--- src/rtl/cpu_defines.sv ---
// Shared definitions for the pipeline control slice.
// Divide FSM state encoding, default latency and reset/flush levels.
`ifndef RstEnable
`define RstEnable 1'b1
`endif
`ifndef FlushEnable
`define FlushEnable 1'b1
`endif

package cpu_defines;

   typedef enum logic [1:0] {
      IDLE,
      BUSY,
      DONE
   } DivState_t;

   localparam int DIV_CYCLES_DEF = 32;

endpackage

--- src/rtl/div_busy_fsm.sv ---
// Divide occupancy tracker: IDLE -> BUSY (countdown) -> DONE -> IDLE.
// abort wins over everything; hold freezes state and counter.
module div_busy_fsm
   import cpu_defines::*;
#(
   parameter int DIV_CYCLES = DIV_CYCLES_DEF,
   parameter int CNT_W      = 6
) (
   input  logic clk,
   input  logic rst,
   input  logic start,
   input  logic abort,
   input  logic hold,
   output logic busy,
   output logic done
);

   localparam logic [CNT_W-1:0] LOAD = CNT_W'(DIV_CYCLES - 2);
   // A two-cycle divide has no BUSY phase at all.
   localparam DivState_t START_ST = (DIV_CYCLES > 2) ? BUSY : DONE;

   DivState_t        state, state_nx;
   logic [CNT_W-1:0] cnt, cnt_nx;

   always_ff @(posedge clk) begin
      if (rst == `RstEnable) begin
         state <= IDLE;
         cnt   <= '0;
      end else begin
         state <= state_nx;
         cnt   <= cnt_nx;
      end
   end

   always_comb begin
      state_nx = state;
      cnt_nx   = cnt;
      if (abort) begin
         state_nx = IDLE;
         cnt_nx   = '0;
      end else if (!hold) begin
         unique case (state)
            IDLE: begin
               if (start) begin
                  state_nx = START_ST;
                  cnt_nx   = LOAD;
               end
            end
            BUSY: begin
               cnt_nx = (cnt == '0) ? '0 : cnt - 1'b1;
               if (cnt <= CNT_W'(1))
                  state_nx = DONE;
            end
            DONE:    state_nx = IDLE;
            default: state_nx = IDLE;
         endcase
      end
   end

   assign busy = (state != IDLE);
   assign done = (state == DONE);

endmodule

--- src/rtl/pipe_ctrl.sv ---
// Hazard/stall controller producing PC and pipeline register Wr/Flush strobes.
// Define PIPE_CTRL_PERF_EN to add saturating stall performance counters.
module pipe_ctrl
   import cpu_defines::*;
#(
   parameter int DIV_CYCLES = DIV_CYCLES_DEF,
   parameter int CNT_W      = 6
) (
   input  logic        clk,
   input  logic        rst,
   input  logic [4:0]  ID_rs,
   input  logic [4:0]  ID_rt,
   input  logic [1:0]  ID_RegsReadSel,
   input  logic        EXE_IsLoad,
   input  logic [4:0]  EXE_Dst,
   input  logic        EXE_IsDiv,
   input  logic        EXE_BranchTaken,
   input  logic        MEM_ExcValid,
   input  logic        ICacheStall,
   input  logic        DCacheStall,
   output logic        PC_Wr,
   output logic        ID_Wr,
   output logic        EXE_Wr,
   output logic        MEM_Wr,
   output logic        WB_Wr,
   output logic        ID_Flush,
   output logic        EXE_Flush,
   output logic        MEM_Flush,
`ifdef PIPE_CTRL_PERF_EN
   output logic [31:0] Perf_LoadUse,
   output logic [31:0] Perf_DivStall,
   output logic [31:0] Perf_CacheStall,
`endif
   output logic        DivBusy
);

   logic div_busy, div_done, div_run;
   logic exc, dstall, div_stall, low;
   logic load_use, redir_pend, pend_nx;

   div_busy_fsm #(
      .DIV_CYCLES (DIV_CYCLES),
      .CNT_W      (CNT_W)
   ) u_div (
      .clk   (clk),
      .rst   (rst),
      .start (EXE_IsDiv & ~MEM_ExcValid & ~DCacheStall),
      .abort (MEM_ExcValid),
      .hold  (DCacheStall & ~MEM_ExcValid),
      .busy  (div_busy),
      .done  (div_done)
   );

   assign div_run   = div_busy & ~div_done;
   assign exc       = MEM_ExcValid;
   assign dstall    = ~exc & DCacheStall;
   assign div_stall = ~exc & ~DCacheStall
                    & (div_run | (~div_busy & EXE_IsDiv));
   assign low       = ~exc & ~DCacheStall & ~div_stall;

   assign load_use = EXE_IsLoad & (EXE_Dst != 5'd0)
                   & ((ID_RegsReadSel[0] & (ID_rs == EXE_Dst))
                    | (ID_RegsReadSel[1] & (ID_rt == EXE_Dst)));

   assign DivBusy = div_busy;

   always_comb begin
      PC_Wr     = 1'b1;
      ID_Wr     = 1'b1;
      EXE_Wr    = 1'b1;
      MEM_Wr    = 1'b1;
      WB_Wr     = 1'b1;
      ID_Flush  = 1'b0;
      EXE_Flush = 1'b0;
      MEM_Flush = 1'b0;
      if (rst == `RstEnable) begin
         PC_Wr     = 1'b0;
         ID_Wr     = 1'b0;
         EXE_Wr    = 1'b0;
         MEM_Wr    = 1'b0;
         WB_Wr     = 1'b0;
         ID_Flush  = `FlushEnable;
         EXE_Flush = `FlushEnable;
         MEM_Flush = `FlushEnable;
      end else if (exc) begin
         ID_Flush  = `FlushEnable;
         EXE_Flush = `FlushEnable;
         MEM_Flush = `FlushEnable;
      end else if (dstall) begin
         PC_Wr  = 1'b0;
         ID_Wr  = 1'b0;
         EXE_Wr = 1'b0;
         MEM_Wr = 1'b0;
         WB_Wr  = 1'b0;
      end else if (div_stall) begin
         PC_Wr     = 1'b0;
         ID_Wr     = 1'b0;
         EXE_Wr    = 1'b0;
         MEM_Flush = `FlushEnable;
      end else begin
         if (load_use) begin
            PC_Wr     = 1'b0;
            ID_Wr     = 1'b0;
            EXE_Flush = `FlushEnable;
         end else if (ICacheStall) begin
            PC_Wr    = 1'b0;
            ID_Flush = `FlushEnable;
         end
         // A redirect can only be taken once the fetch has returned.
         if (EXE_BranchTaken || redir_pend) begin
            ID_Flush = `FlushEnable;
            PC_Wr    = ~ICacheStall;
         end
      end
   end

   always_comb begin
      pend_nx = redir_pend;
      if (exc)
         pend_nx = ICacheStall;
      else if (low)
         pend_nx = ICacheStall & (redir_pend | EXE_BranchTaken);
   end

   always_ff @(posedge clk) begin
      if (rst == `RstEnable)
         redir_pend <= 1'b0;
      else
         redir_pend <= pend_nx;
   end

`ifdef PIPE_CTRL_PERF_EN
   logic lu_act, div_act, cache_act;

   assign lu_act    = ~rst & low & load_use;
   assign div_act   = ~rst & div_stall;
   assign cache_act = ~rst & (dstall | (low & ~load_use & ICacheStall));

   always_ff @(posedge clk) begin
      if (rst == `RstEnable) begin
         Perf_LoadUse    <= '0;
         Perf_DivStall   <= '0;
         Perf_CacheStall <= '0;
      end else begin
         if (lu_act && Perf_LoadUse != '1)
            Perf_LoadUse <= Perf_LoadUse + 1'b1;
         if (div_act && Perf_DivStall != '1)
            Perf_DivStall <= Perf_DivStall + 1'b1;
         if (cache_act && Perf_CacheStall != '1)
            Perf_CacheStall <= Perf_CacheStall + 1'b1;
      end
   end
`endif

endmodule

--- config.mk ---
export PLATFORM = sky130hd
export DESIGN_NAME = pipe_ctrl
export DESIGN_NICKNAME = d
export VERILOG_FILES = /design/src/rtl/cpu_defines.sv /design/src/rtl/div_busy_fsm.sv /design/src/rtl/pipe_ctrl.sv
export SDC_FILE = /design/constraint.sdc
export NUM_CORES = 1
export LEC_CHECK = 0
export ABC_AREA = 1
export CAP_MARGIN = 5
export CORE_AREA = 2 2 47 49
export CTS_CLUSTER_SIZE = 28
export DETAILED_ROUTE_END_ITERATION = 12
export DIE_AREA = 0 0 49 51
export PLACE_DENSITY = 0.85
export SKIP_LAST_GASP = 1
export SLEW_MARGIN = 15
export SYNTH_ARGS = -nofsm -noshare
export SYNTH_HDL_FRONTEND = slang
export SYNTH_SLANG_ARGS = --single-unit
--- constraint.sdc ---
create_clock -name clk -period 2.4 [get_ports clk]
set_input_delay 0.48 -clock clk [delete_from_list [all_inputs] [get_ports clk]]
set_output_delay 0.48 -clock clk [all_outputs]
set_load 0.1 [all_outputs]
==> impl_metrics.tcl, run 1 <==
set metrics [dict create \
    outcome "finished with violations" \
    violations "setup timing" \
    num_rows 17 \
    clock-sinks 9 \
    relSlewSlack_pct 71.5 \
    drc 0 \
    required_ps 1920 \
    setup_ws_ps -14.4 \
    finalHoldViolCount 0 \
    ios 34 \
    p_total_mw 0.553 \
    synth_top_cell_by_area "dfxtp_1" \
    htree_levels 1 \
    clk_latency_ps 270 \
    crit_fanout 2 \
    internal-power_mw 0.325 \
    syn_to_final_growth_pct 67.0 \
    initial_core_util_pct 42.8 \
    cts_tree "built" \
    layout.nets 227 \
    seq_area_frac_synth_pct 20.4 \
    die_w_microns 49 \
    cts-buffers-inserted 3 \
    setup_violations 1 \
    fin_crit_sh_pct 101 \
    routedWlPerCell_microns 12.3 \
    fin_area_sq_um 1470 \
    pre_cts_slack_ps -27.4 \
    start_kind "input pin" \
    ys_warn_count 0 \
    cts_setup_buffers 0 \
    port-buffer-count 33 \
    reg2reg_depth 7 \
    pwr-share-comb_pct 48.6 \
    place_area_sq_um 1380 \
    p_leak_nw 0.819 \
    clkPwrFrac_pct 23.1 \
    syn_inst 155 \
    syn_nets 183 \
    clock_path_buffers 2 \
    drv_cap 0 \
    peakVddDrop_v 0.000311 \
    drtIter0Drc 31 \
    syn_area_per_cell_sq_um 5.69 \
    final_cell_mix "43 x nand2_1, 29 x inv_1, 16 x clkdlybuf4s50_1" \
    core_sq_um 2060 \
    hp-class "reg2reg" \
    vias_per_cell 4.94 \
    utilization_pct 71.4 \
    mostFrequentLayoutCell "nand2_1" \
    synth_area_leaders "dfxtp_1 20%, nand2_1 20%, inv_1 14%" \
    fmax_mhz 414 \
    antenna_cells 0 \
    seqCellArea_sq_um 180 \
    first_global_vias 1058 \
    p_sw_mw 0.229 \
    grt.total_usage_pct 20.9 \
    worstSetupPathType "in2out" \
    firstDrtPassIters 4 \
    via_count 1117 \
    dp_hpwl_mm 2.00 \
    root_buffer "clkbuf_4" \
    final_antenna_net_count 0 \
    syn_area_sq_um 882 \
    wirelength_mm 2.77 \
    cp.arrival_ps 1930 \
    antenna_found_initial 0 \
    drive_gt1_share_pct 22.7 \
    die-area_sq_um 2500 \
    synth_cell_types 24 \
    nFillCells 165 \
    place.gp.congestion 0.876 \
    grt-ovfl-total 0 \
    p_sw_share_pct 41.3 \
    finClkSkew_ps 6.65 \
    die_h_microns 51 \
    tightest_slew_ps 427 \
    yosysTopAreaCellShare_pct 20.4 \
    clkTransAtPathRegs_ps 70 \
    grt_pass1_wl_mm 4.07 \
    p_per_area_nw_per_um2 376 \
    ys_seq_elements 9 \
    multi_input_area_sq_um 623 \
    grt_max_degree 6 \
    pwr-share-seq_pct 28.3 \
    period_minus_slack_ps 2410 \
    slew_viol_final 0 \
    endpoint_kind "output port" \
    final.setup.tns_ps -14.4 \
    whs_path_depth 2 \
]
[cells in the mapped netlist (all sizes together)]
cell and count:
a21oi 11, ha 3, a31oi 1, a211oi 1
or2 1, buf 1, nand2 50, dfxtp 9
xor2 3, nor2 21, inv 34, nand4 2
o21ai 8, nor3 3, nand3 7
[layout make-up]
cell class	count	area share (%)
clock buffer	4	1.78
inverter	34	8.67
multi-input combinational	111	42.3
sequential	9	12.2
tap	28	2.38
timing repair buffer	40	32.6
[final timing paths]
kind	endpoint	slack, ps	start
worst min register to register	redir_pend	470	redir_pend
worst min-delay path	redir_pend	470	redir_pend
worst max register to register	u_div.cnt[4]	1060	u_div.cnt[0]
worst max-delay path	ID_Wr	-10	ID_rt[1]
[routing by layer]
layer	vias up	share of wire (%)	track usage, %
met5	-	0	0
met4	0	1.7	8.10
met3	8	5.5	5.56
met2	38	55	43.4
met1	512	38	19.2
li1	559	-	-
[power groups by stage]
| stage | registers [mW] | logic, mW | clock network, mW |
|---|---|---|---|
| after CTS | 0.157 | 0.258 | 0.131 |
| after global placement | 0.160 | 0.252 | 0 |
| after floorplan | 0.159 | 0.146 | 0 |
| final | 0.157 | 0.269 | 0.128 |
| after global routing | 0.157 | 0.283 | 0.143 |
| after detailed placement | 0.160 | 0.256 | 0 |
[sequential cells by signal (all words and copies together), names as in the netlist]
| register | flops |
|---|---|
| redir_pend | 1 |
| u_div.state | 2 |
| u_div.cnt | 6 |
[metrics by stage]
| step | hold WS, ps | std cells |
|---|---|---|
| floorplan | 435 | 155 |
| global placement | 459 | 222 |
| detailed placement | 465 | 222 |
| CTS | 475 | 226 |
| global route | 494 | 226 |
| finish | 473 | 226 |
[kinds of logic (layout without fill, tap and decap cells)]
logic type | after synthesis | count (layout) | share of synthesized area (%)
flip-flops | 9 | 9 | 20.4
AND/OR/NAND/NOR | 84 | 84 | 44.3
AO/OA/AOI/OAI | 21 | 21 | 12.8
buffers and inverters | 35 | 78 | 15.3
XOR/XNOR | 3 | 3 | 2.98
adder cells (fa/ha/maj) | 3 | 3 | 4.26
[timing repair]
action / 4_1_cts / 5_1_grt
pin swaps: 1 / 6
resized for setup: 2 / 20
hold endpoints to repair: 0 / 0
hold buffers: 0 / 0
endpoints found under the setup margin: 2 / 4
[critical path, stage by stage]
cell             delay (ps)
clkdlybuf4s50_1         480
inv_1                    50
nand2_1                  80
nand2_1                  60
nor2_1                  120
nand3_1                 100
nand2_2                 110
nand2_4                  70
o21ai_2                 150
inv_2                    70
buf_12                  160
No activity file was read; power rests on OpenSTA's default activity.
==> inputs of run 2 (changes only) <==
--- a/config.mk
+++ b/config.mk
@@ -11,6 +11,7 @@
 export CTS_CLUSTER_SIZE = 28
 export DETAILED_ROUTE_END_ITERATION = 12
 export DIE_AREA = 0 0 49 51
+export HOLD_SLACK_MARGIN = 0.02
 export PLACE_DENSITY = 0.85
 export SKIP_LAST_GASP = 1
 export SLEW_MARGIN = 15
==> results of run 2 <==
Same layout as run 1: the final DEF is identical, and so are final timing and power.
